==> src/rtl/apb_master_pkg.sv <==
// rtl/apb_master_pkg.sv - opcodes, status codes and FSM states for the byte-stream APB initiator
package apb_master_pkg;

  localparam logic [7:0] OP_WRITE   = 8'h57;
  localparam logic [7:0] OP_READ    = 8'h52;

  localparam logic [7:0] ST_OK      = 8'h00;
  localparam logic [7:0] ST_SLVERR  = 8'h01;
  localparam logic [7:0] ST_TIMEOUT = 8'h02;
  localparam logic [7:0] ST_BADOP   = 8'hEE;

  localparam logic [2:0] S_IDLE      = 3'd0;
  localparam logic [2:0] S_ADDR      = 3'd1;
  localparam logic [2:0] S_WDATA     = 3'd2;
  localparam logic [2:0] S_SETUP     = 3'd3;
  localparam logic [2:0] S_ACCESS    = 3'd4;
  localparam logic [2:0] S_RESP_STAT = 3'd5;
  localparam logic [2:0] S_RESP_DATA = 3'd6;

  function automatic int max_int(input int a, input int b);
    return (a > b) ? a : b;
  endfunction

endpackage

==> src/rtl/axis_apb_master.sv <==
// rtl/axis_apb_master.sv - executes one APB read/write per command frame received as 8-bit stream bytes
module axis_apb_master
  import apb_master_pkg::*;
#(
  parameter int APB_ADDR_WIDTH = 32,
  parameter int APB_DATA_WIDTH = 32,
  parameter int TIMEOUT        = 1024
) (
  input  logic                      clk_i,
  input  logic                      rstn_i,
  input  logic [7:0]                s_axis_tdata,
  input  logic                      s_axis_tvalid,
  output logic                      s_axis_tready,
  output logic [7:0]                m_axis_tdata,
  output logic                      m_axis_tvalid,
  input  logic                      m_axis_tready,
  output logic [APB_ADDR_WIDTH-1:0] m_apb_paddr,
  output logic [APB_DATA_WIDTH-1:0] m_apb_pwdata,
  output logic                      m_apb_pwrite,
  output logic                      m_apb_psel,
  output logic                      m_apb_penable,
  input  logic [APB_DATA_WIDTH-1:0] m_apb_prdata,
  input  logic                      m_apb_pready,
  input  logic                      m_apb_pslverr
);

  localparam int AB = APB_ADDR_WIDTH / 8;
  localparam int DB = APB_DATA_WIDTH / 8;
  localparam int CW = $clog2(max_int(AB, DB) + 1);
  localparam int TW = $clog2(TIMEOUT);

  logic [2:0]                state;
  logic [CW-1:0]             cnt;
  logic [TW-1:0]             tcnt;
  logic [7:0]                status;
  logic [APB_DATA_WIDTH-1:0] rdata;
  logic                      run;
  logic                      s_hs;
  logic                      m_hs;

  // run keeps tready low until the first clock after reset release
  assign s_axis_tready = run && (state == S_IDLE || state == S_ADDR || state == S_WDATA);
  assign s_hs          = s_axis_tvalid && s_axis_tready;
  assign m_axis_tvalid = (state == S_RESP_STAT) || (state == S_RESP_DATA);
  assign m_hs          = m_axis_tvalid && m_axis_tready;
  assign m_apb_psel    = (state == S_SETUP) || (state == S_ACCESS);
  assign m_apb_penable = (state == S_ACCESS);

  always_comb begin
    m_axis_tdata = 8'h00;
    if (state == S_RESP_STAT)      m_axis_tdata = status;
    else if (state == S_RESP_DATA) m_axis_tdata = rdata[7:0];
  end

  always_ff @(posedge clk_i or negedge rstn_i) begin
    if (!rstn_i) begin
      state        <= S_IDLE;
      cnt          <= '0;
      tcnt         <= '0;
      status       <= ST_OK;
      rdata        <= '0;
      run          <= 1'b0;
      m_apb_paddr  <= '0;
      m_apb_pwdata <= '0;
      m_apb_pwrite <= 1'b0;
    end else begin
      run <= 1'b1;
      case (state)
        S_IDLE: if (s_hs) begin
          cnt <= '0;
          if (s_axis_tdata == OP_WRITE || s_axis_tdata == OP_READ) begin
            m_apb_pwrite <= (s_axis_tdata == OP_WRITE);
            state        <= S_ADDR;
          end else begin
            status <= ST_BADOP;
            state  <= S_RESP_STAT;
          end
        end
        // little-endian: each new byte enters at the top and drifts down
        S_ADDR: if (s_hs) begin
          m_apb_paddr <= (m_apb_paddr >> 8) |
                         (APB_ADDR_WIDTH'(s_axis_tdata) << (APB_ADDR_WIDTH - 8));
          if (cnt == CW'(AB - 1)) begin
            cnt   <= '0;
            state <= m_apb_pwrite ? S_WDATA : S_SETUP;
          end else begin
            cnt <= cnt + 1'b1;
          end
        end
        S_WDATA: if (s_hs) begin
          m_apb_pwdata <= (m_apb_pwdata >> 8) |
                          (APB_DATA_WIDTH'(s_axis_tdata) << (APB_DATA_WIDTH - 8));
          if (cnt == CW'(DB - 1)) begin
            cnt   <= '0;
            state <= S_SETUP;
          end else begin
            cnt <= cnt + 1'b1;
          end
        end
        S_SETUP: begin
          tcnt  <= '0;
          state <= S_ACCESS;
        end
        S_ACCESS: begin
          if (m_apb_pready) begin
            status <= m_apb_pslverr ? ST_SLVERR : ST_OK;
            rdata  <= m_apb_prdata;
            state  <= S_RESP_STAT;
          end else if (tcnt == TW'(TIMEOUT - 1)) begin
            status <= ST_TIMEOUT;
            state  <= S_RESP_STAT;
          end else begin
            tcnt <= tcnt + 1'b1;
          end
        end
        // pwrite is stale after a bad opcode, but status then excludes the data phase
        S_RESP_STAT: if (m_hs) begin
          cnt   <= '0;
          state <= (!m_apb_pwrite && (status == ST_OK || status == ST_SLVERR))
                   ? S_RESP_DATA : S_IDLE;
        end
        S_RESP_DATA: if (m_hs) begin
          rdata <= rdata >> 8;
          if (cnt == CW'(DB - 1)) begin
            cnt   <= '0;
            state <= S_IDLE;
          end else begin
            cnt <= cnt + 1'b1;
          end
        end
        default: state <= S_IDLE;
      endcase
    end
  end

endmodule

==> config.mk <==
export PLATFORM = sky130hd
export DESIGN_NAME = axis_apb_master
export DESIGN_NICKNAME = d
export VERILOG_FILES = /design/src/rtl/apb_master_pkg.sv /design/src/rtl/axis_apb_master.sv
export SDC_FILE = /design/constraint.sdc
export NUM_CORES = 1
export LEC_CHECK = 0
export BUFFER_PORTS_ARGS = -buffer_cell sky130_fd_sc_hd__clkbuf_2
export CAP_MARGIN = 40
export CORE_UTILIZATION = 35
export CTS_BUF_LIST = sky130_fd_sc_hd__clkbuf_16
export DETAILED_ROUTE_END_ITERATION = 8
export MAX_ROUTING_LAYER = met4
export PLACE_DENSITY_LB_ADDON = 0.2
export SLEW_MARGIN = 20
export SYNTH_ARGS = -nofsm -noshare
export SYNTH_HDL_FRONTEND = slang
export SYNTH_SLANG_ARGS = --single-unit
==> constraint.sdc <==
create_clock -name clk_i -period 3.5 [get_ports clk_i]
set_input_delay 0.7 -clock clk_i [delete_from_list [all_inputs] [get_ports clk_i]]
set_output_delay 0.7 -clock clk_i [all_outputs]
set_load 0.03 [all_outputs]
### Word-level counts from Yosys, hierarchy flattened

Cells that the tools add are included.
W data, S select, Z words.

| cells by class | value |
|---|---|
| add/subtract/negate cells | 2 |
| equal/unequal tests | 25 |
| muxes and demuxes | 34 |
| bitwise gates (word level) | 2 |
| reductions and logical operators | 26 |

Operators by type and width:

| operator | number |
|---|---|
| $mux W32 | 2 |
| $or A24 B32 Y32 | 2 |
| $pmux W32 S2 | 1 |
| $mux W3 | 17 |
| $mux W8 | 6 |
| $pmux W3 S7 | 1 |
| $mux W10 | 2 |
| $pmux W10 S2 | 1 |
| $eq A8 B7 Y1 const B | 2 |
| $ne A2 B2 Y1 const B | 8 |
| $pmux W8 S2 | 1 |
| $pmux W3 S4 | 1 |
| $add A10 B1 Y10 const B | 1 |
| $eq A10 B10 Y1 const B | 1 |
| $ne A2 B1 Y1 const B | 5 |
| $eq A3 B2 Y1 const B | 3 |
| $eq A3 B3 Y1 const B | 3 |
| $reduce_and A3 Y1 | 3 |
| $reduce_and A9 Y1 | 1 |
| $eq A8 B1 Y1 const B | 1 |
| $logic_not A8 Y1 | 1 |
| $logic_or A1 B1 Y1 | 6 |
| $reduce_bool A2 Y1 | 3 |
| $reduce_and A5 Y1 | 1 |
| 11 further kinds | 16 |

| word-level totals | value |
|---|---|
| bits in registers | 122 |
| input port bits | 46 |
| output and inout port bits | 77 |
| word-level logic and storage cells | 98 |

### Longest topological paths before layout

Gate-level depths: netlist of run 1.

| logic depth | value |
|---|---|
| word-level depth | 7 |
| gate-level depth with buffers | 8 |
| depth with buffers taken out | 5 |

### Least setup slack after synthesis of run 1

OpenSTA, ideal clock, no wires.

| path | value |
|---|---|
| path type | reg2out |
| start point | reg state[0] |
| end point | out m_axis_tdata[2] |
| arrival | 1836 ps |
| data required time | 2800 ps |
| path slack | 964 ps |
| stages on the path, launching flop included | 7 |
| buffers on the path | 3 |
| cell sequence | dfrtp_1 -> buf_6 -> nor2b_1 -> clkbuf_2 -> clkbuf_1 -> nand2_1 -> a21boi_0 |

| on the way | value |
|---|---|
| word-level cells in the longest chain between the ends | 3 |
| elaborated cells between the ends (all ways) | 4 |
| classes of those cells | eq/ne (2); mux (2) |

RTL lines:

| what | line | text |
|---|---|---|
| start, declared | axis_apb_master.sv:32 | `logic [2:0] state;` |
| start signal, assigned | axis_apb_master.sv:85 | `state <= m_apb_pwrite ? S_WDATA : S_SETUP;` |
| start signal, assigned | axis_apb_master.sv:119 | `state <= (!m_apb_pwrite && (status == ST_OK \|\| status == ST_SLVERR))` |
| $eq A3 B3 Y1 | axis_apb_master.sv:52 | `else if (state == S_RESP_DATA) m_axis_tdata = rdata[7:0];` |
| $mux W8 | axis_apb_master.sv:52 |  |
| $mux W8 * | axis_apb_master.sv:51 | `if (state == S_RESP_STAT) m_axis_tdata = status;` |
| end, declared | axis_apb_master.sv:14 | `output logic [7:0] m_axis_tdata,` |

Mark *: on every way between the ends. The rest lies on a longest branch, timed or not.

### Worst setup path in the final report of run 1

| path | value |
|---|---|
| start point | reg state[0] |
| end point | out m_axis_tdata[7] |

The elaborated chain is that of the path after synthesis.

==> reports/metrics.cfg, run 1 <==
[run_status]
outcome = finished clean

[timing]
rsz0062_at_grt = false
tns_ps = 0
setup_viol = 0
min_period_over_period_pct = 86.5
worstMarginPinSlew_ps = 794
hold_viol_final = 0
finalMaxSlewViolations = 0
relSlewSlack_pct = 47.1
fin_worst_skew_ps = 7.96
hold_slack_ps = 348
worst_slack_ps = 473
fin_crit_ps = 3030
fmax_mhz = 330

[synthesis]
syn_nets = 468
synth_area_um2 = 5230
synth_area_leaders = dfrtp_1 56%, mux2_2 13%, mux2i_1 4.8%
ys_ff_latch = 117
synth_cells = 420
ys_warn_count = 0
async_flop_share_pct = 100
syn_area_per_cell_um2 = 12.4
yosysUniqueCellTypes = 58
yosysTopAreaCell = dfrtp_1
synth_flop_cell = dfrtp_1
synth_top_area_share_pct = 56.0
synth-edff-count = 0
yosysSeqAreaShare_pct = 56.0

[clock_tree]
ctsHtreeMaxLevel = 4
cts_tree = done
cts_buffers = 17
holdBufCountCts = 0
ctsResizeCount = 0
clkSinkCount = 117
clkTransAtPathRegs_ps = 50
clockRootBuffer = clkbuf_16
insertion_delay_ps = 410
clk_path_buf_depth = 2
post-cts-setup-buffer-count = 0

[final_layout]
final_common_cell = clkbuf_2
layout.nets = 591
final-instance-count-excl-fill = 740
num_antenna_cells = 0
final_util_pct = 45.3
layout_common_cells = 121 x clkbuf_2, 117 x dfrtp_1, 62 x mux2_2, 38 x nand2_1, 29 x o21ai_0
drive_gt1_share_pct = 42.1
finalInstanceArea_um2 = 6580
area_growth_pct = 25.9

[pwr]
pwr_density_cell_nw_per_um2 = 913
leakage_nw = 3.41
max-vdd-ir-drop_mv = 0.393
power.total_mw = 6.01

[worst_setup_path]
slowest_delay_ps = 800
worst_r2r_path_depth = 5
critical_path.top_delay_family = flip-flops
crit_buf_inv = 2
critPathRequiredTime_ps = 2800
worstSetupStartpointType = flip-flop
reg2reg_slack_ps = 1190
rr_endpoint = tcnt[8]$_DFFE_PN0P_
worstPathArrival_ps = 2330
path_max_fanout = 18
cp_slowest_cell = dfrtp_1
r2r-start = state[2]$_DFFE_PN0P_
cp-end-kind = primary output
path_cells = inv_1, nor2_1, nand2_1, a21boi_0, clkbuf_2
worst-setup-path-type = flip-flop to primary output

[drt]
drc_errors = 0
ant_nets = 0
avgViaCountPerCell = 4.90
initialDrtViolationCount = 132
vias = 3628
wl_per_cell_um = 15.2
drtPass1Iterations = 5
wl_mm = 11.3

[die]
die_x_um = 124
io_pins = 123
initial_utilization_pct = 36.0
core_um2 = 14500
fp.dieArea_um2 = 15400
rows = 44
fp.dieH_um = 124

[global_routing]
grt_max_degree = 57
grt.overflow.total = 0
grt_antenna_before_repair = 0
grt_pass1_vias = 3500
grt_pass1_wl_mm = 17.6
grtUsageTotal_pct = 15.8

[place]
dpl_cell_area_um2 = 5990
dpl.cell_count = 708
dp_hpwl_mm = 7.78
dp_slack_ps = 897
numPortBuffers = 122
place_congestion = 0.765

[hold_path]
worstHoldPathType = input port to async pin

[flow_run]
maxCapViolations = 0

layer usage:
metal  vias to the layer above  global-route usage, %  share of wire, %
li1                       1764                      -                 -
met1                      1756                   19.8                46
met2                        83                   23.3                47
met3                        25                   4.35               4.4
met4                         0                   7.66               2.2
met5                         -                      -                 0
cells in the mapped netlist (7+ instances only):
cell type and n:
a21oi_1 7, a22o_1 11, buf_2 8, buf_4 8, dfrtp_1 117, inv_1 11, mux2_2 62, mux2i_1 25
nand2_1 38, nand3_1 7, nor2_1 7, o21ai_0 29
cell type report:
type,instances,area [µm²]
fillers,1388,7960
flip-flops and latches,117,2930
multi-input cells,266,2110
repair buffers,130,673
clock buffers,17,425
well taps,184,230
clock inverters,15,166
inverters,11,41.3
flip-flops by register name (all words and copies together), names as in the netlist:
name          count
m_apb_pwdata     32
status            3
tcnt             10
rdata            32
cnt               3
m_apb_paddr      32
run               1
m_apb_pwrite      1
state             3
report_power, final:
group	leakage, nW	switching (mW)	internal, mW
clock	0.298	0.613	1.11
sequential	1.53	0.412	1.83
combinational	1.58	1.27	0.776
total	3.41	2.29	3.72
worst max path at each step:
stage | start | end | slack (ps) | depth (start not counted)
4_1_cts | state[0]$_DFFE_PN0P_ | m_axis_tdata[7] | 440 | 5
3_5_place_dp | state[0]$_DFFE_PN0P_ | m_axis_tdata[7] | 900 | 5
6_report | state[0]$_DFFE_PN0P_ | m_axis_tdata[7] | 470 | 5
2_1_floorplan | state[0]$_DFFE_PN0P_ | m_axis_tdata[2] | 960 | 6
5_1_grt | state[0]$_DFFE_PN0P_ | m_axis_tdata[5] | 320 | 5
3_3_place_gp | state[0]$_DFFE_PN0P_ | m_axis_tdata[7] | 1050 | 5
cell families (layout without fill, tap and decap cells):
family / after synthesis / in the layout / synth area share, %
xor+xnor: 1 / 1 / 0.168
compound gates: 80 / 80 / 10.6
buf+inv: 37 / 173 / 4.02
other cells: 1 / 1 / 0.0718
fa+ha+maj: 2 / 2 / 0.479
simple gates: 93 / 93 / 10.0
flops: 117 / 117 / 56.0
mux: 89 / 89 / 18.6
No activity file was read; power rests on OpenSTA's default activity.
==> inputs of run 2 (changes only) <==
--- a/config.mk
+++ b/config.mk
@@ -12,6 +12,7 @@
 export DETAILED_ROUTE_END_ITERATION = 8
 export MAX_ROUTING_LAYER = met4
 export PLACE_DENSITY_LB_ADDON = 0.2
+export RECOVER_POWER = 100
 export SLEW_MARGIN = 20
 export SYNTH_ARGS = -nofsm -noshare
 export SYNTH_HDL_FRONTEND = slang
==> reports/metrics.cfg, run 2 (synthesis results as in run 1) <==
[worst_setup_path]
critPathRequiredTime_ps = 2800  ; about the same
path_max_fanout = 16  ; was 18
worstSetupStartpointType = flip-flop  ; unchanged
cp-end-kind = primary output  ; unchanged
worst-setup-path-type = flip-flop to primary output  ; unchanged
worstPathArrival_ps = 2470  ; was 2330 ps

[global_routing]
grt.overflow.total = 0  ; unchanged
grt_antenna_before_repair = 0  ; unchanged
grtUsageTotal_pct = 15.8  ; unchanged
grt_pass1_wl_mm = 17.6  ; unchanged
grt_pass1_vias = 3500  ; unchanged
grt_max_degree = 57  ; unchanged

[place]
numPortBuffers = 122  ; unchanged
dpl.cell_count = 708  ; unchanged
dp_hpwl_mm = 7.78  ; unchanged
place_congestion = 0.765  ; unchanged

[clock_tree]
cts_tree = done  ; unchanged
clockRootBuffer = clkbuf_16  ; unchanged
holdBufCountCts = 0  ; unchanged
clkSinkCount = 117  ; unchanged
clkTransAtPathRegs_ps = 50  ; about the same
ctsHtreeMaxLevel = 4  ; unchanged
ctsResizeCount = 0  ; unchanged
clk_path_buf_depth = 2  ; unchanged
insertion_delay_ps = 410  ; about the same
post-cts-setup-buffer-count = 0  ; unchanged
cts_buffers = 17  ; unchanged

[die]
fp.dieH_um = 124  ; unchanged
fp.dieArea_um2 = 15400  ; unchanged
core_um2 = 14500  ; unchanged
initial_utilization_pct = 36.0  ; unchanged
io_pins = 123  ; unchanged
rows = 44  ; unchanged
die_x_um = 124  ; unchanged

[drt]
ant_nets = 0  ; unchanged
drc_errors = 0  ; unchanged
vias = 3630  ; was 3628
wl_mm = 11.4  ; was 11.3 mm
initialDrtViolationCount = 174  ; was 132
drtPass1Iterations = 4  ; was 5
avgViaCountPerCell = 4.91  ; was 4.90
wl_per_cell_um = 15.4  ; was 15.2 µm

[final_layout]
reg_top3 = m_apb_paddr: 32 flops, m_apb_pwdata: 32 flops, rdata: 32 flops  ; unchanged
area_growth_pct = 22.7  ; was 25.9%
num_antenna_cells = 0  ; unchanged
layout_common_cells = 117 x dfrtp_1, 77 x clkbuf_1, 62 x mux2_2, 53 x clkbuf_2, 38 x nand2_1  ; was 121 x clkbuf_2, 117 x dfrtp_1, 62 x mux2_2, 38 x nand2_1, 29 x o21ai_0
final-instance-count-excl-fill = 740  ; unchanged
drive_gt1_share_pct = 27.2  ; was 42.1%
final_common_cell = dfrtp_1  ; was clkbuf_2
layout.nets = 591  ; unchanged

[pwr]
leakage_nw = 3.13  ; was 3.41 nW
pwr_density_cell_nw_per_um2 = 917  ; was 913 nW/µm²
max-vdd-ir-drop_mv = 0.390  ; was 0.393 mV

[timing]
tns_ps = 0  ; unchanged
fmax_mhz = 316  ; was 330 MHz
rsz0062_at_grt = false  ; unchanged
hold_viol_final = 0  ; unchanged
worstMarginPinSlew_ps = 1420  ; was 794 ps
setup_viol = 0  ; unchanged
relSlewSlack_pct = 5.21  ; was 47.1%
min_period_over_period_pct = 90.5  ; was 86.5%
fin_worst_skew_ps = 8.49  ; was 7.96 ps
finalMaxSlewViolations = 0  ; unchanged
fin_crit_ps = 3170  ; was 3030 ps

[flow_run]
maxCapViolations = 0  ; unchanged

[hold_path]
worstHoldPathType = flip-flop to flip-flop  ; was input port to async pin

[run_status]
outcome = finished clean  ; unchanged

run 2: changes by cell type in the layout (fill, tap and decap cells not counted), moves of 3 or more:
cell	delta
o21ai_0	+3
buf_4	-9
o21ai_1	-3
clkbuf_2	-68
clkbuf_1	+77
run 2: layout make-up:
cell class                 instances  area [µm²]
clock buffer                      17         425
tap                              184         230
fill                            1430        8120
timing repair buffer             130         554
multi-input combinational        266        2070
sequential                       117        2930
inverter                          11        41.3
clock inverter                    15         166
run 2: final timing paths:
| check | startpoint | endpoint | slack, ps | cells past startpoint |
|---|---|---|---|---|
| worst min register to register | rdata[17]$_DFFE_PN0P_ | rdata[17]$_DFFE_PN0P_ | 480 | 2 |
| worst max-delay path | state[1]$_DFFE_PN0P_ | m_axis_tdata[7] | 330 | 5 |
| max in group asynchronous | rstn_i | m_apb_pwdata[0]$_DFFE_PN0P_ | 1410 | 2 |
| worst max register to register | state[2]$_DFFE_PN0P_ | rdata[27]$_DFFE_PN0P_ | 700 | 5 |
| worst min-delay path | rdata[17]$_DFFE_PN0P_ | rdata[17]$_DFFE_PN0P_ | 480 | 2 |
| min in group asynchronous | rstn_i | tcnt[7]$_DFFE_PN0P_ | 630 | 1 |
run 2: where the power goes:
part	internal, mW	leakage [nW]	switching (mW)
logic	0.663	1.31	1.27
registers	1.83	1.53	0.398
clock network	1.11	0.298	0.610
total	3.60	3.13	2.28
run 2: worst max-delay path: stages, from the launching register on:
cell and delay, ps:
dfrtp_1 610, nor2b_1 180, clkbuf_1 590, nand2_1 110, a21boi_0 230, clkbuf_1 330
run 2: per-layer routing:
layer  vias to the layer above  part of all wire [%]  track usage (%)
li1                       1764                     -                -
met1                      1770                    47             19.8
met2                        81                    48             23.3
met3                        15                   4.5             4.35
met4                         0                   1.4             7.66
met5                         -                     0                -
run 2: metrics by stage:
stage	total power [mW]	hold slack (ps)	instance area, µm²	setup slack, ps	utilization, %
2_1_floorplan	3.74	404	5230	964	-
3_3_place_gp	4.27	462	5990	1050	41.2
3_5_place_dp	4.33	470	5990	897	41.2
4_1_cts	6.09	359	6580	439	45.3
5_1_grt	6.24	500	6410	167	44.1
6_report	5.88	475	6410	333	44.1
